File: src/rtl/audio_dac_i2s_out_if.sv
// Sample push handshake between the DRAM playback mover (master) and the
// I2S output stage (slave). audio_out carries left in [32:17], right in [16:1].
interface audio_dac_i2s_out_if;
  logic [32:1] audio_out;
  logic        write_audio_out;
  logic        audio_out_allowed;

  modport master (
    output audio_out,
    output write_audio_out,
    input  audio_out_allowed
  );

  modport slave (
    input  audio_out,
    input  write_audio_out,
    output audio_out_allowed
  );
endinterface

File: src/rtl/audio_dac_i2s_out.sv
// I2S playback stage: 8-deep sample FIFO, BCLK/LRCK generation from CLOCK_50, MSB-first
// serialiser. Define AUDIO_DAC_MONO_DUP_EN to play audio_out[16:1] on both channels.
module audio_dac_i2s_out #(
  parameter int ADDR_W    = 3,
  parameter int BCLK_HALF = 8
) (
  input  logic               CLOCK_50,
  input  logic               reset,
  audio_dac_i2s_out_if.slave aud,
  input  logic               clear_underrun,
  output logic               underrun,
  output logic [ADDR_W:0]    fifo_level,
  output logic               AUD_BCLK,
  output logic               AUD_DACLRCK,
  output logic               AUD_DACDAT
);
  localparam int                DEPTH      = 1 << ADDR_W;
  localparam int                DIV_W      = (BCLK_HALF > 1) ? $clog2(BCLK_HALF) : 1;
  localparam logic [DIV_W-1:0]  DIV_LAST   = DIV_W'(BCLK_HALF - 1);
  localparam logic [DIV_W-1:0]  DIV_ONE    = DIV_W'(1);
  localparam logic [ADDR_W:0]   LEVEL_FULL = (ADDR_W + 1)'(DEPTH);
  localparam logic [ADDR_W:0]   LEVEL_ONE  = (ADDR_W + 1)'(1);
  localparam logic [ADDR_W-1:0] PTR_ONE    = ADDR_W'(1);

  logic [DIV_W-1:0]  divcnt_q, divcnt_d;
  logic              bclk_q, bclk_d;
  logic [5:0]        bitcnt_q, bitcnt_d;
  logic              lrck_q, lrck_d;
  logic              dat_q, dat_d;
  logic [32:1]       hold_q, hold_d;
  logic              underrun_q, underrun_d;
  logic [ADDR_W-1:0] wr_ptr_q, wr_ptr_d;
  logic [ADDR_W-1:0] rd_ptr_q, rd_ptr_d;
  logic [ADDR_W:0]   level_q, level_d;
  logic [32:1]       mem_q [DEPTH];

  logic        div_wrap, fall, frame_load, not_full, push, pop;
  logic [32:1] head_word;

  assign div_wrap   = (divcnt_q == DIV_LAST);
  assign fall       = div_wrap & bclk_q;
  assign frame_load = fall & (bitcnt_q == 6'd63);
  assign not_full   = (level_q != LEVEL_FULL);
  assign push       = aud.write_audio_out & not_full;
  assign pop        = frame_load & (level_q != '0);

`ifdef AUDIO_DAC_MONO_DUP_EN
  logic [32:17] unused_left;
  assign unused_left = mem_q[rd_ptr_q][32:17];
  assign head_word   = {mem_q[rd_ptr_q][16:1], mem_q[rd_ptr_q][16:1]};
`else
  assign head_word   = mem_q[rd_ptr_q];
`endif

  // FIFO bookkeeping; a full FIFO never accepts, so a pop at the wrap cannot race a push.
  always_comb begin
    wr_ptr_d = push ? wr_ptr_q + PTR_ONE : wr_ptr_q;
    rd_ptr_d = pop  ? rd_ptr_q + PTR_ONE : rd_ptr_q;
    unique case ({push, pop})
      2'b10:   level_d = level_q + LEVEL_ONE;
      2'b01:   level_d = level_q - LEVEL_ONE;
      default: level_d = level_q;
    endcase
  end

  logic [4:0]  slot_pos;
  logic [4:0]  bit_idx;
  logic [15:0] chan;

  // NOTE: every variable driven here gets a default first so no path leaves it
  // unassigned; otherwise synthesis infers a latch.
  always_comb begin
    divcnt_d   = div_wrap ? '0 : divcnt_q + DIV_ONE;
    bclk_d     = bclk_q ^ div_wrap;
    bitcnt_d   = bitcnt_q;
    lrck_d     = lrck_q;
    dat_d      = dat_q;
    hold_d     = hold_q;
    underrun_d = underrun_q;
    slot_pos   = '0;
    bit_idx    = '0;
    chan       = '0;

    if (clear_underrun) underrun_d = 1'b0;

    if (frame_load) begin
      if (level_q != '0) begin
        hold_d = head_word;
      end else begin
        hold_d     = '0;
        underrun_d = 1'b1;
      end
    end

    // Slot bit p=1..16 carries channel bit 16-p; p=0 and p=17..31 are padding zeros.
    if (fall) begin
      bitcnt_d = bitcnt_q + 6'd1;
      lrck_d   = bitcnt_d[5];
      slot_pos = bitcnt_d[4:0];
      chan     = bitcnt_d[5] ? hold_d[16:1] : hold_d[32:17];
      bit_idx  = 5'd16 - slot_pos;
      dat_d    = (slot_pos >= 5'd1 && slot_pos <= 5'd16) ? chan[bit_idx[3:0]] : 1'b0;
    end
  end

  // NOTE: state registers use non-blocking assignments so every flop samples
  // the pre-edge values regardless of statement order.
  always_ff @(posedge CLOCK_50 or negedge reset) begin
    if (!reset) begin
      divcnt_q   <= '0;
      bclk_q     <= 1'b0;
      bitcnt_q   <= '0;
      lrck_q     <= 1'b0;
      dat_q      <= 1'b0;
      hold_q     <= '0;
      underrun_q <= 1'b0;
      wr_ptr_q   <= '0;
      rd_ptr_q   <= '0;
      level_q    <= '0;
    end else begin
      divcnt_q   <= divcnt_d;
      bclk_q     <= bclk_d;
      bitcnt_q   <= bitcnt_d;
      lrck_q     <= lrck_d;
      dat_q      <= dat_d;
      hold_q     <= hold_d;
      underrun_q <= underrun_d;
      wr_ptr_q   <= wr_ptr_d;
      rd_ptr_q   <= rd_ptr_d;
      level_q    <= level_d;
    end
  end

  // NOTE: the sample store is deliberately not reset; clearing the pointers and
  // level is enough to discard its contents, and it stays a plain RAM.
  always_ff @(posedge CLOCK_50) begin
    if (push) mem_q[wr_ptr_q] <= aud.audio_out;
  end

  assign aud.audio_out_allowed = not_full;
  assign fifo_level            = level_q;
  assign underrun              = underrun_q;
  assign AUD_BCLK              = bclk_q;
  assign AUD_DACLRCK           = lrck_q;
  assign AUD_DACDAT            = dat_q;
endmodule

File: src/flat_wrapper.sv
// flat-port wrapper written by rule: the top's interface ports become plain ports
module audio_dac_i2s_out_flat 
#(
  parameter int ADDR_W    = 3,
  parameter int BCLK_HALF = 8
)
  (CLOCK_50, reset, clear_underrun, underrun, fifo_level, AUD_BCLK, AUD_DACLRCK, AUD_DACDAT, aud_audio_out, aud_write_audio_out, aud_audio_out_allowed);
  audio_dac_i2s_out_if aud_i ();
  input  logic CLOCK_50;
  input  logic reset;
  input  logic clear_underrun;
  output logic underrun;
  output logic [ADDR_W:0] fifo_level;
  output logic AUD_BCLK;
  output logic AUD_DACLRCK;
  output logic AUD_DACDAT;
  input wire logic [$bits(aud_i.audio_out)-1:0] aud_audio_out;
  input wire logic [$bits(aud_i.write_audio_out)-1:0] aud_write_audio_out;
  output wire logic [$bits(aud_i.audio_out_allowed)-1:0] aud_audio_out_allowed;
  assign aud_i.audio_out = aud_audio_out;
  assign aud_i.write_audio_out = aud_write_audio_out;
  assign aud_audio_out_allowed = aud_i.audio_out_allowed;
  audio_dac_i2s_out #(.ADDR_W(ADDR_W), .BCLK_HALF(BCLK_HALF)) u_core (.CLOCK_50(CLOCK_50), .reset(reset), .aud(aud_i), .clear_underrun(clear_underrun), .underrun(underrun), .fifo_level(fifo_level), .AUD_BCLK(AUD_BCLK), .AUD_DACLRCK(AUD_DACLRCK), .AUD_DACDAT(AUD_DACDAT));
endmodule
File: config.mk
export PLATFORM = sky130hd
export DESIGN_NAME = audio_dac_i2s_out_flat
export DESIGN_NICKNAME = d
export VERILOG_FILES = /design/src/rtl/audio_dac_i2s_out_if.sv /design/src/rtl/audio_dac_i2s_out.sv /design/src/flat_wrapper.sv
export SDC_FILE = /design/constraint.sdc
export NUM_CORES = 1
export LEC_CHECK = 0
export CAP_MARGIN = 10
export CORE_ASPECT_RATIO = 0.9
export CORE_MARGIN = 2
export CORE_UTILIZATION = 65
export DETAILED_ROUTE_END_ITERATION = 10
export PLACE_DENSITY = 0.82
export SLEW_MARGIN = 40
export SYNTH_ARGS = -nofsm -noshare
export SYNTH_HDL_FRONTEND = slang
export SYNTH_SLANG_ARGS = --single-unit
File: constraint.sdc
create_clock -name CLOCK_50 -period 7.8 [get_ports CLOCK_50]
set_input_delay 1.56 -clock CLOCK_50 [delete_from_list [all_inputs] [get_ports CLOCK_50]]
set_output_delay 1.56 -clock CLOCK_50 [all_outputs]
set_load 0.02 [all_outputs]
# Word level (Yosys, flattened, before mapping)
# Memories as Yosys holds them, arrays and structs flattened.
# Index checks and enable logic that the tools add are counted.
op_classes:
  n_reduce_logical: 3
  n_bitwise: 5
  order_cmp: 3
  add_sub_neg: 7
  muxes: 13
  n_div: 0
  mul: 0
  eq_ne: 5
  shifts: 0
op_table:
  columns: ["cell", "n"]
  rows:
  - ["$mux W32", 2]
  - ["$mux W16", 1]
  - ["$add A3 B1 Y3 const B", 3]
  - ["$pmux W4 S2", 1]
  - ["$mux W1", 7]
  - ["$add A6 B1 Y6 const B", 1]
  - ["$eq A6 B6 Y1 const B", 1]
  - ["$ge A5 B1 Y1 const B", 1]
  - ["$le A5 B5 Y1 const B", 1]
  - ["$lt A4 B5 Y1 const B", 1]
  - ["$add A4 B1 Y4 const B", 1]
  - ["$and A1 B1 Y1", 4]
  - ["$bmux W1 S4", 1]
  - ["$ne A4 B4 Y1 const B", 1]
  - ["$reduce_bool A4 Y1", 1]
  - ["$sub A1 B4 Y4 const A", 1]
  - ["$sub A4 B1 Y4 const B", 1]
  - ["$eq A3 B3 Y1 const B", 1]
  - ["$mux W3", 1]
  - ["$eq A2 B1 Y1 const B", 1]
  - ["$eq A2 B2 Y1 const B", 1]
  - ["$reduce_bool A2 Y1", 1]
  - ["$logic_and A1 B1 Y1", 1]
  - ["$xor A1 B1 Y1", 1]
word_totals:
  reg_bits: 55
  mem_bits_ro: 0
  n_memories: 1
  out_inout_bits: 9
  latchBits: 0
  mem_bits_rw: 256
  inputBits: 36
  elab_cells: 47
mem_list:
  columns: ["memory", "words", "width", "rd", "rd_clocked_by_memory_dff", "write_ports", "line", "source"]
  rows:
  - ["u_core.mem_q", 8, 32, 1, 0, 1, "audio_dac_i2s_out.sv:35", "logic [32:1] mem_q [DEPTH];"]

# Depth between registers and ports, before layout
depth:
  word_depth: 8
  mapped_depth: 14
  ltp_nobuf: 13

# Worst setup path before layout
# No wires, ideal clock.
synth_path:
  path_type: "input to register"
  startpoint: "input port aud_write_audio_out"
  endpoint: "memory u_core.mem_q[0][0] (netlist name), enable pin"
  stages: 3
  path_buffers: 0
  arrival_time_ns: 4.200
  setup_time_ns: 0.461
  path_slack_ns: 3.139
  required_ns: 7.339
  cell_sequence: "nand2_1 or2_2 nor3_1"
synth_via:
  elab_chain_len: 3
synth_lines:
  columns: ["element", "line", "source"]
  rows:
  - ["from (decl)", "flat_wrapper.sv:18", "input wire logic [$bits(aud_i.write_audio_out)-1:0] aud_write_audio_out;"]
  - ["$and A1 B1 Y1", "audio_dac_i2s_out.sv:44", "assign push = aud.write_audio_out & not_full;"]
  - ["$mux W1", "audio_dac_i2s_out.sv:137", "if (push) mem_q[wr_ptr_q] <= aud.audio_out;"]
  - ["$mux W1 (implied by the code)", "audio_dac_i2s_out.sv:137", null]
  - ["to (decl)", "audio_dac_i2s_out.sv:35", null]
# No other way between the ends.

# Worst setup path in the final report
layout_path:
  startpoint: "register u_core.bitcnt_q[0]"
  endpoint: "register u_core.dat_q (netlist: u_core.AUD_DACDAT)"
layout_via:
  elab_chain_len: 7
  elab_cells_between_ends: 12
  cone_classes: "2 x add/sub; 2 x order compare; 1 x eq/ne; 5 x mux; 1 x bitwise; 1 x reduce/logical"
layout_lines:
  columns: ["element", "line", "source"]
  rows:
  - ["from (decl)", "audio_dac_i2s_out.sv:27", "logic [5:0] bitcnt_q, bitcnt_d;"]
  - ["from (signal assigned)", "audio_dac_i2s_out.sv:123", "bitcnt_q <= bitcnt_d;"]
  - ["parallel branches: the longest is 6 deep, another holds $add A6 B1 Y6", null, null]
  - ["$mux W1 *", "audio_dac_i2s_out.sv:102", "dat_d = (slot_pos >= 5'd1 && slot_pos <= 5'd16) ? chan[bit_idx[3:0]] : 1'b0;"]
  - ["to (signal assigned)", "audio_dac_i2s_out.sv:125", "dat_q <= dat_d;"]
  - ["to (decl)", "audio_dac_i2s_out.sv:29", "logic dat_q, dat_d;"]
# Every way passes the cells marked *. The select of a mux whose other input is x is not followed.
# A chain may end at the register's enable or synchronous reset.

==> results.md <==
* Status: complete, no violations
* 1st-iter DRT viols at 607
* Ys Warns at 0
* Count leader, synth: edfxtp_1
* Root buf cell: clkbuf_16
* Max Clock Skew at ~0.012 ns
* Rel. slew slack at 0.467
* Top Ports at 45
* CTS tree: built
* Largest cells by area after synthesis: edfxtp_1 (62%), dfrtp_1 (11%), mux4_2 (9.4%), mux2i_1 (3.5%), ha_1 (1.0%)
* Startpoint type of the worst setup path: flip-flop
* Syn_area_per_cell at about 18 sq um
* Fin crit share at 0.543
* Die area at 20300 sq um
* WP depth at 9
* Launching point of the worst reg2reg path: u_core.bitcnt_q[0]$_DFFE_PN0P_
* Hpwl dp at roughly 14000 um
* Total of max-cap violations at 0
* Min-delay src: u_core.divcnt_q[0]$_DFF_PN0_
* Post-DRT Antenna Nets at 0
* Slowest-stage cell, CP: dfrtp_1
* Share of layout cells above drive strength 1 at 0.203
* Crit path cell chain: ha_1 > nand3_2 > or3_2 > inv_1 > a32oi_1 > mux4_2 > a2111oi_2 > a211oi_1 > o32ai_2
* CTS Sinks at 310
* Critical Path AT at 4.68 ns
* Met1 GRT Util at 0.368
* Yosys cell types at 63
* CP Launch Point: u_core.bitcnt_q[0]$_DFFE_PN0P_
* DRC Markers at 0
* WP buf/inv at 1
* Main synth FF type: edfxtp_1
* Fillers at about 1.0k
* GRT Max-Usage Layer: met2
* Die height at 136 um
* Syn nets at roughly 740
* Post-synth top area share at 0.615
* Vias at about 6.5k
* Post-CTS sizing at 0
* Buffers on Ports at 44
* Hold_buf cts at 0
* CP peak stage delay at between 0.7 and 0.8 ns
* CP Class: reg -> reg
* CP endpoint kind: flip-flop
* Drt pass-1 iters at 6
* Area Growth Syn to Fin at 15.9%
* Postcts setup bufs at 0
* Largest area contributor in the synthesized netlist: edfxtp_1
* Synth top cells by count: edfxtp_1 (256), dfrtp_1 (54), mux4_2 (52), mux2i_1 (44), nand2_1 (29)
* CTS max path bufs at 3
* Largest net degree at the start of global routing at 55
* RSZ-0062 raised after global routing: no
* WL/cell at around 24 um
* Final nets at ~790
* Slew Limit Fails at 0
* Worst path top cell family by delay: compound AO/OA/AOI/OAI gates
* Number of global-route vias before repair at roughly 6.8k
* Rows at 48
* Hold depth at 1
* H-tree levels at 1
* Final Hold Vio Count at 0
* Setup TNS Final at 0 ns
* Total congestion overflow at 0
* Cell count of the worst reg-to-reg path at 9
* Multi-input logic area at around 3300 sq um
* FF/Latch Area at around 9000 sq um
* Leak Pwr at between 4 and 5 nW
* Area of the core at 19000 sq um
* Met2 usage at 0.415
* Clk Latency, worst-skew pair at approximately 0.55 ns
* Initial Utilization at 0.656
* EDFF count, synth at approximately 260
* Worst EP required at ~8.3 ns
* Initial antenna violation count at 0
* First-pass GRT wire length at around 39000 um
* All-Layer GR Usage at 0.256
* Die width at 150 um
* Min Clock Period, post-route at about 4.2 ns
* GPL Wtd Cong at 0.874
* Maximum vdd drop at 201 uV
* Post-synthesis sequential area ratio at 0.723
* WL final at 24800 um
* Class of the worst hold path: reg -> reg
* F_max at around 0.24 GHz
* Vias/cell at 6.38
* Area of the mapped netlist at ~12000 sq um
* Seq cells post-synth at between 300 and 400
* Critical Path Fanout Max at 29
* Setup-failing EPs final at 0
* Pwr dens at ~280 nW/um^2
* FFs w/ async S/R, synth at 0.174
* CTS clk-pin slew, worst paths at roughly 0.070 ns
* Layout Utilization at 0.760
* Worst slew pin tran at about 0.8 ns
* Cells after Synth at 689
* Grt met3 use at 0.0428
* Antenna diodes at 0
* Total CTS buffers at 31
per-layer routing:
| layer | vias to the layer above | share of wire |
|---|---|---|
| met4 | 0 | 0.031 |
| li1 | 2867 | - |
| met1 | 3333 | 0.42 |
| met3 | 59 | 0.055 |
| met2 | 250 | 0.49 |
| met5 | - | 0 |
state kept, by name (all words and copies together), names as in the netlist:
name and cells:
u_core.mem_q 256, u_core.hold_q 32, u_core.bitcnt_q 5, u_core.fifo_level 4
u_core.divcnt_q 3, u_core.rd_ptr_q 3, u_core.wr_ptr_q 3, u_core.AUD_BCLK 1
u_core.AUD_DACDAT 1, u_core.AUD_DACLRCK 1, u_core.underrun 1
logic make-up after synthesis:
| group | count (synthesis) | synth area share |
|---|---|---|
| fa+ha+maj | 10 | 0.0100 |
| flops | 310 | 0.723 |
| simple gates | 108 | 0.0449 |
| compound gates | 96 | 0.0566 |
| buf+inv | 49 | 0.0208 |
| xor+xnor | 14 | 0.00981 |
| mux | 102 | 0.134 |
area by class of cell:
type / instances / area share
multi-input cells: 330 / 0.226
clock inverters: 20 / 0.0153
well taps: 250 / 0.0216
inverters: 10 / 0.00259
repair buffers: 62 / 0.0481
flip-flops and latches: 310 / 0.625
clock buffers: 38 / 0.0619
report_power, final:
group	switching, mW	internal (mW)	leakage (nW)
Combinational	0.265	0.167	1.32
Clock	0.613	0.952	0.542
Sequential	0.0808	2.01	3.04
cells in the final DEF, fill, tap and decap left out, drive strengths merged, types with 5 or more instances in the layout:
| cell type | Yosys | routed |
|---|---|---|
| mux2i | 44 | 44 |
| nor3 | 8 | 8 |
| xor2 | 7 | 7 |
| edfxtp | 256 | 256 |
| o2bb2ai | 5 | 5 |
| nand2b | 8 | 8 |
| nand2 | 29 | 29 |
| mux2 | 6 | 6 |
| clkbuf | 10 | 38 |
| a21o | 7 | 7 |
| nor2 | 21 | 21 |
| inv | 10 | 13 |
| dfrtp | 54 | 54 |
| or2 | 5 | 5 |
| nand3 | 9 | 9 |
| xnor2 | 7 | 7 |
| clkdlybuf4s50 | 0 | 43 |
| ha | 10 | 10 |
| clkinv | 0 | 9 |
| buf | 29 | 19 |
| o21ai | 24 | 24 |
| a211oi | 6 | 6 |
| a21oi | 7 | 7 |
| nor2b | 11 | 11 |
| mux4 | 52 | 52 |
final timing paths:
path / end / slack (ns)
worst max-delay path: u_core.AUD_DACDAT$_DFFE_PN0P_ / 3.57
worst min register to register: u_core.divcnt_q[0]$_DFF_PN0_ / 0.45
worst max register to register: u_core.AUD_DACDAT$_DFFE_PN0P_ / 3.57
worst min-delay path: u_core.divcnt_q[0]$_DFF_PN0_ / 0.45
max in group asynchronous: u_core.rd_ptr_q[1]$_DFFE_PN0P_ / 6.13
min in group asynchronous: u_core.divcnt_q[1]$_DFF_PN0_ / 1.14
stage by stage:
step           instance area, sq um  worst slack (ns)  hold slack, ns  instances  power, mW
2_1_floorplan                 12500              3.14           0.410        689       2.31
3_3_place_gp                  13200              3.68           0.429        954       2.47
3_5_place_dp                  13300              3.61           0.447        962       2.54
4_1_cts                       14500              3.66           0.459       1020       4.10
5_1_grt                       14500              3.42           0.463       1020       4.21
6_report                      14500              3.57           0.450       1020       4.09
Power figures use the tool's default switching activity.
